===== src/rtl/seg7_pkg.sv =====
// Shared 7-segment definitions for the two-digit display decode path.
// Segment order: bit 6 = seg a ... bit 0 = seg g.
//   seg7_t       : one 7-segment code
//   SEG7_LUT     : digit -> code table
//   seg7_encode  : digit -> code (0 for digits above 9)
//   seg7_decode  : code -> {digit, valid}
//   dec_state_e  : delta decoder reference state
package seg7_pkg;

  typedef logic [6:0] seg7_t;

  typedef enum logic {EMPTY, TRACK} dec_state_e;

  // Descending range: the leftmost literal lands on index 9.
  localparam seg7_t SEG7_LUT [9:0] = '{
    7'h7B, 7'h7F, 7'h70, 7'h5F, 7'h5B, 7'h33, 7'h79, 7'h6D, 7'h30, 7'h7E
  };

  function automatic seg7_t seg7_encode(input logic [3:0] digit);
    seg7_t code;
    code = '0;
    for (int i = 0; i < 10; i++) begin
      if (digit == 4'(i)) code = SEG7_LUT[i];
    end
    return code;
  endfunction

  function automatic void seg7_decode(input seg7_t code, output logic [3:0] digit,
                                      output logic valid);
    digit = '0;
    valid = 1'b0;
    for (int i = 0; i < 10; i++) begin
      if (code == SEG7_LUT[i]) begin
        digit = 4'(i);
        valid = 1'b1;
      end
    end
  endfunction

endpackage


===== src/rtl/seg7_digit_decode.sv =====
// Combinational decode of one 7-segment code back to a BCD digit.
//   code  : 7-segment code, bit 6 = seg a ... bit 0 = seg g
//   digit : decoded digit 0..9 (0 when invalid)
//   valid : code is one of the ten legal patterns
module seg7_digit_decode
  import seg7_pkg::*;
(
  input  seg7_t      code,
  output logic [3:0] digit,
  output logic       valid
);

  always_comb begin
    digit = '0;
    valid = 1'b0;
    seg7_decode(code, digit, valid);
  end

endmodule


===== src/rtl/seg7_delta_decoder.sv =====
// Decodes a stream of two-digit 7-segment beats to a value 0..99 and recovers
// the per-step increment by differencing against the last good value.
//   clk, rst    : clock, synchronous active-high reset
//   s_valid/s_ready/s_data : input beat, s_data[1] tens code, s_data[0] units code
//   m_valid/m_ready        : output handshake (single register stage)
//   m_value     : decoded value (0 on invalid code)
//   m_delta     : recovered increment (0 whenever a flag is set)
//   m_first     : first good beat since reset
//   m_wrap      : value went down, accumulator wrapped
//   m_error     : invalid code or increment above 2^W-1
//   err_count   : saturating count of error beats
module seg7_delta_decoder
  import seg7_pkg::*;
#(
  parameter int unsigned W     = 3,
  parameter int unsigned CNT_W = 8
) (
  input  logic               clk,
  input  logic               rst,
  input  logic               s_valid,
  output logic               s_ready,
  input  logic [1:0][6:0]    s_data,
  output logic               m_valid,
  input  logic               m_ready,
  output logic [6:0]         m_value,
  output logic [W-1:0]       m_delta,
  output logic               m_first,
  output logic               m_wrap,
  output logic               m_error,
  output logic [CNT_W-1:0]   err_count
);

  // A 7-bit difference can never exceed 127, so wide W simply never errors.
  localparam int unsigned MaxDelta = (W >= 7) ? 127 : ((1 << W) - 1);

  logic [3:0] tens_digit, units_digit;
  logic       tens_ok, units_ok;

  seg7_digit_decode u_tens (
    .code  (s_data[1]),
    .digit (tens_digit),
    .valid (tens_ok)
  );

  seg7_digit_decode u_units (
    .code  (s_data[0]),
    .digit (units_digit),
    .valid (units_ok)
  );

  dec_state_e        state_q, state_d;
  logic [6:0]        prev_q, prev_d;
  logic [CNT_W-1:0]  err_count_q;
  logic              m_valid_q;
  logic [6:0]        m_value_q, value_d;
  logic [W-1:0]      m_delta_q, delta_d;
  logic              m_first_q, first_d;
  logic              m_wrap_q, wrap_d;
  logic              m_error_q, error_d;

  logic [6:0] value;
  logic [6:0] diff;
  logic       accept;

  assign value   = 7'(tens_digit) * 7'd10 + 7'(units_digit);
  assign diff    = value - prev_q;
  assign s_ready = !m_valid_q || m_ready;
  assign accept  = s_valid && s_ready;

  // Beat classification; checks are ordered so exactly one outcome applies.
  always_comb begin
    state_d = state_q;
    prev_d  = prev_q;
    value_d = value;
    delta_d = '0;
    first_d = 1'b0;
    wrap_d  = 1'b0;
    error_d = 1'b0;
    if (!(tens_ok && units_ok)) begin
      // Bad code: reference and state untouched so the next good beat still diffs.
      error_d = 1'b1;
      value_d = '0;
    end else if (state_q == EMPTY) begin
      first_d = 1'b1;
      prev_d  = value;
      state_d = TRACK;
    end else if (value < prev_q) begin
      wrap_d = 1'b1;
      prev_d = value;
    end else if (32'(diff) > MaxDelta) begin
      error_d = 1'b1;
      prev_d  = value;
    end else begin
      delta_d = W'(diff);
      prev_d  = value;
    end
  end

  always_ff @(posedge clk) begin
    if (rst) begin
      state_q     <= EMPTY;
      prev_q      <= '0;
      err_count_q <= '0;
      m_valid_q   <= 1'b0;
      m_value_q   <= '0;
      m_delta_q   <= '0;
      m_first_q   <= 1'b0;
      m_wrap_q    <= 1'b0;
      m_error_q   <= 1'b0;
    end else if (accept) begin
      state_q   <= state_d;
      prev_q    <= prev_d;
      m_valid_q <= 1'b1;
      m_value_q <= value_d;
      m_delta_q <= delta_d;
      m_first_q <= first_d;
      m_wrap_q  <= wrap_d;
      m_error_q <= error_d;
      if (error_d && (err_count_q != {CNT_W{1'b1}})) begin
        err_count_q <= err_count_q + 1'b1;
      end
    end else if (m_ready) begin
      m_valid_q <= 1'b0;
    end
  end

  assign m_valid   = m_valid_q;
  assign m_value   = m_value_q;
  assign m_delta   = m_delta_q;
  assign m_first   = m_first_q;
  assign m_wrap    = m_wrap_q;
  assign m_error   = m_error_q;
  assign err_count = err_count_q;

endmodule

===== config.mk =====
export PLATFORM = sky130hd
export DESIGN_NAME = seg7_delta_decoder
export DESIGN_NICKNAME = d
export VERILOG_FILES = /design/src/rtl/seg7_pkg.sv /design/src/rtl/seg7_digit_decode.sv /design/src/rtl/seg7_delta_decoder.sv
export SDC_FILE = /design/constraint.sdc
export NUM_CORES = 1
export LEC_CHECK = 0
export CAP_MARGIN = 20
export CORE_MARGIN = 4
export CORE_UTILIZATION = 29
export CTS_CLUSTER_SIZE = 28
export DETAILED_ROUTE_END_ITERATION = 10
export GPL_TIMING_DRIVEN = 0
export HOLD_SLACK_MARGIN = 0.1
export SYNTH_ARGS = -nofsm -noshare
export SYNTH_HDL_FRONTEND = slang
export SYNTH_SLANG_ARGS = --single-unit

===== constraint.sdc =====
create_clock -name clk -period 6.3 [get_ports clk]
set_clock_uncertainty 0.2 [all_clocks]
set_input_delay 1.89 -clock clk [delete_from_list [all_inputs] [get_ports clk]]
set_output_delay 1.89 -clock clk [all_outputs]
set_load 0.02 [all_outputs]

==> metrics.txt <==
status=complete, no violations; Final Util=39.55%; Post-synth EDFFs=0; H-Tree Depth=2; critical path arrival=5.97 ns; fin nets=362; CTS clk-pin slew, worst paths=0.06 ns; DRC=0; total grt overflow=0; Crit Path Class=in -> reg; startpoint types=input pin; #FFs+latches synth=30; Diodes inserted=0; # rows=31; DRT iter0 DRCs=51; Post-Synth Simple-Gate Area=~30%; Hold Path Sink=prev_q[5]$_SDFFE_PP0P_; vias in the first global route=2046; final hold viol count=0; Worst Hold Launch=prev_q[5]$_SDFFE_PP0P_; hold path cells=2; Post-Syn Area=2217 um^2; Mapped Avg Cell Area=7.807 um^2; root buffer cell=clkbuf_8; chip width=approximately 95 um; Final setup viols=0; Syn Inst Count=284; Async S/R FF share, synth=0%; Initial Util=30.24%; multiplexer share of the synthesized area=4.966%; Compound-Gate Fraction of Synth Area=19.30%; synthesis warning total=0; Final Max Tran Viols=0; top cells by area, synth=dfxtp_1, nand2_1, ha_1; post-synthesis adder-cell area fraction=10.61%; Clk Latency, worst-skew pair=about 0.28 ns; worst vdd ir=between 0.09 and 0.1 mV; period utilisation layout=95.36%; hold_buf cts=0; ANT nets after route=0; share of the synthesized area in the top cell type=27.09%; RSZ-0062 raised after global routing=no; most frequent cell after synthesis=nand2_1; core outline area=7331 um^2; GP Congestion=approximately 0.85; minimum clock period=6.007 ns; I/O pin count=41; Yosys top cell by area=dfxtp_1; layout cells sized above 1=10.06%; buffer depth of the longest clock path=2; Power Total=0.0004449 W; CTS Buf Count=5; Reg2Reg Capture Point=err_count[7]$_SDFFE_PP0P_; port bufs=36; total of max-cap violations=0; Layout area overhead=30.76%; global-route wire length before repair=9.045 mm; TNS Setup=0 ns; CP Data Required Time=6.27 ns; f_max=0.1665 GHz; area share of xor/xnor cells in the synthesized design=3.950%; pin count of the biggest net entering global routing=11; Detail Placement HPWL=roughly 4.2 mm; CTS tree=yes; Netlist cell types=51; R2R cell count=9; leakage power=1.097 nW; dpl cells=419; All-Layer GR Usage=12.36%; Top FF cell, synth=dfxtp_1; Rel. slew slack=roughly 69%; slew at the pin with the worst max-slew slack=0.4653 ns; post-synthesis sequential area ratio=27.09%; Die H=approximately 95 um; Worst R2R Setup Slack=3.53 ns; via count=2156; Routed WL=5.494 mm; Commonest cells post-synth=nand2_1, dfxtp_1, nor2_1, a21oi_1; die area=9108 um^2; CP max FO=7; worst hold path class=reg -> reg; Fill cells=743; wire per inst=12.87 um; crit path capture type=flip-flop; cell area after layout=2899 um^2; antenna violations before repair=0; Cell Count, Final, Fillers Out=roughly 430; main combinational cell family by area after synthesis=simple AND/OR/NAND/NOR gates; Pre-Repair DR Iteration Count=5; syn_nets=319; Reg2Reg Launch Point=prev_q[1]$_SDFFE_PP0P_; clk sinks=30; Via density=slightly above 5; cell area after placement=2701 um^2; Cell Pwr Density=roughly 150 nW/um^2
[report_power, final]
| group | internal (W) | leakage, nW | switching, W |
|---|---|---|---|
| clock | 0.0000879 | 0.0482 | 0.0000717 |
| combinational | 0.0000375 | 0.806 | 0.0000531 |
| sequential | 0.000192 | 0.243 | 0.00000241 |
| total | 0.000318 | 1.10 | 0.000127 |
[worst max-delay path by stage]
stage,from,endpoint
after CTS,s_data[9],err_count[2]$_SDFFE_PP0P_
after global placement,s_data[10],err_count[0]$_SDFFE_PP0P_
after floorplan,s_data[9],err_count[0]$_SDFFE_PP0P_
after global routing,s_data[12],err_count[6]$_SDFFE_PP0P_
final,s_data[12],err_count[2]$_SDFFE_PP0P_
after detailed placement,s_data[10],err_count[0]$_SDFFE_PP0P_
[per-stage QoR]
stage               hold slack, ns  setup WS, ns
floorplan                   0.2363        0.4442
global placement            0.2440       -0.6052
detailed placement          0.2467       -0.6840
CTS                         0.2557       0.03343
global route                0.2776      0.005063
finish                      0.2550        0.2926
[flip-flops by register name, summed over array words and instances (netlist names)]
signal	count
m_valid	1
m_value	7
prev_q	7
err_count	8
m_error	1
m_wrap	1
state_q	1
m_first	1
m_delta	3
[cell type report]
class                           count  area [um^2]  share of cell area, %
Buffer                              9        41.29                  1.424
Tap cell                           99        123.9                  4.273
Inverter                           11        41.29                  1.424
Clock inverter                      1        5.005                 0.1726
Timing Repair Buffer               38        380.4                  13.12
Clock buffer                        7        86.33                  2.978
Sequential cell                    30        600.6                  20.72
Multi-Input combinational cell    232         1620                  55.89
[what timing repair did]
action | CTS | global route
pin swaps | 1 | 3
setup endpoints to repair | 12 | 11
gates resized for setup | 6 | 15
setup buffers | 2 | 0
[cell families (layout without fill, tap and decap cells)]
group	count (synthesis)	count (layout)
simple gates	135	135
compound gates	60	60
flops	30	30
buf+inv	22	66
fa+ha+maj	17	17
xor+xnor	10	10
mux	10	10
[routing by layer]
metal / vias to the layer above / GRT usage [%] / share of wire, %
met3: 12 / 2.762 / 3.2
met2: 33 / 21.75 / 51
met1: 1028 / 14.90 / 44
met4: 0 / 3.910 / 2.0
met5: - / 0 / 0
li1: 1083 / - / -
[placed cells by master (no fill, tap or decap), types with 2 or more instances in the layout]
cell type	instances
nand4b_1	2
nand4_1	5
a211oi_1	2
o31ai_1	2
dlymetal6s2s_1	4
nor2b_1	11
a21o_1	3
nand3b_1	2
o31a_1	2
a2bb2oi_1	2
clkbuf_1	8
o21ai_1	13
mux2i_1	2
inv_1	11
clkbuf_8	6
o21a_1	2
nor4b_1	2
buf_4	2
a21oi_1	17
a21oi_2	4
dfxtp_1	30
nand3_1	10
xor2_1	3
clkdlybuf4s50_1	31
nand2b_1	5
ha_1	13
xnor2_2	2
mux2_1	7
xnor2_1	5
fa_1	3
o21ai_2	2
nor3_1	7
nor2_1	26
nand2_1	55
nand2b_4	2
[critical path, stage by stage]
cell and delay, ns:
clkdlybuf4s50_1 0.56, inv_1 0.11, a2111oi_4 0.35, a21o_4 0.18
ha_1 0.24, ha_1 0.21, fa_1 0.53, nand2_1 0.06
nor2_1 0.16, xnor2_2 0.14, ha_4 0.31, nand4_1 0.11
a21oi_2 0.17, o31a_1 0.23, buf_4 0.17, nand3_1 0.07
o21ai_1 0.15, mux2_1 0.33
Power figures use the tool's default switching activity.
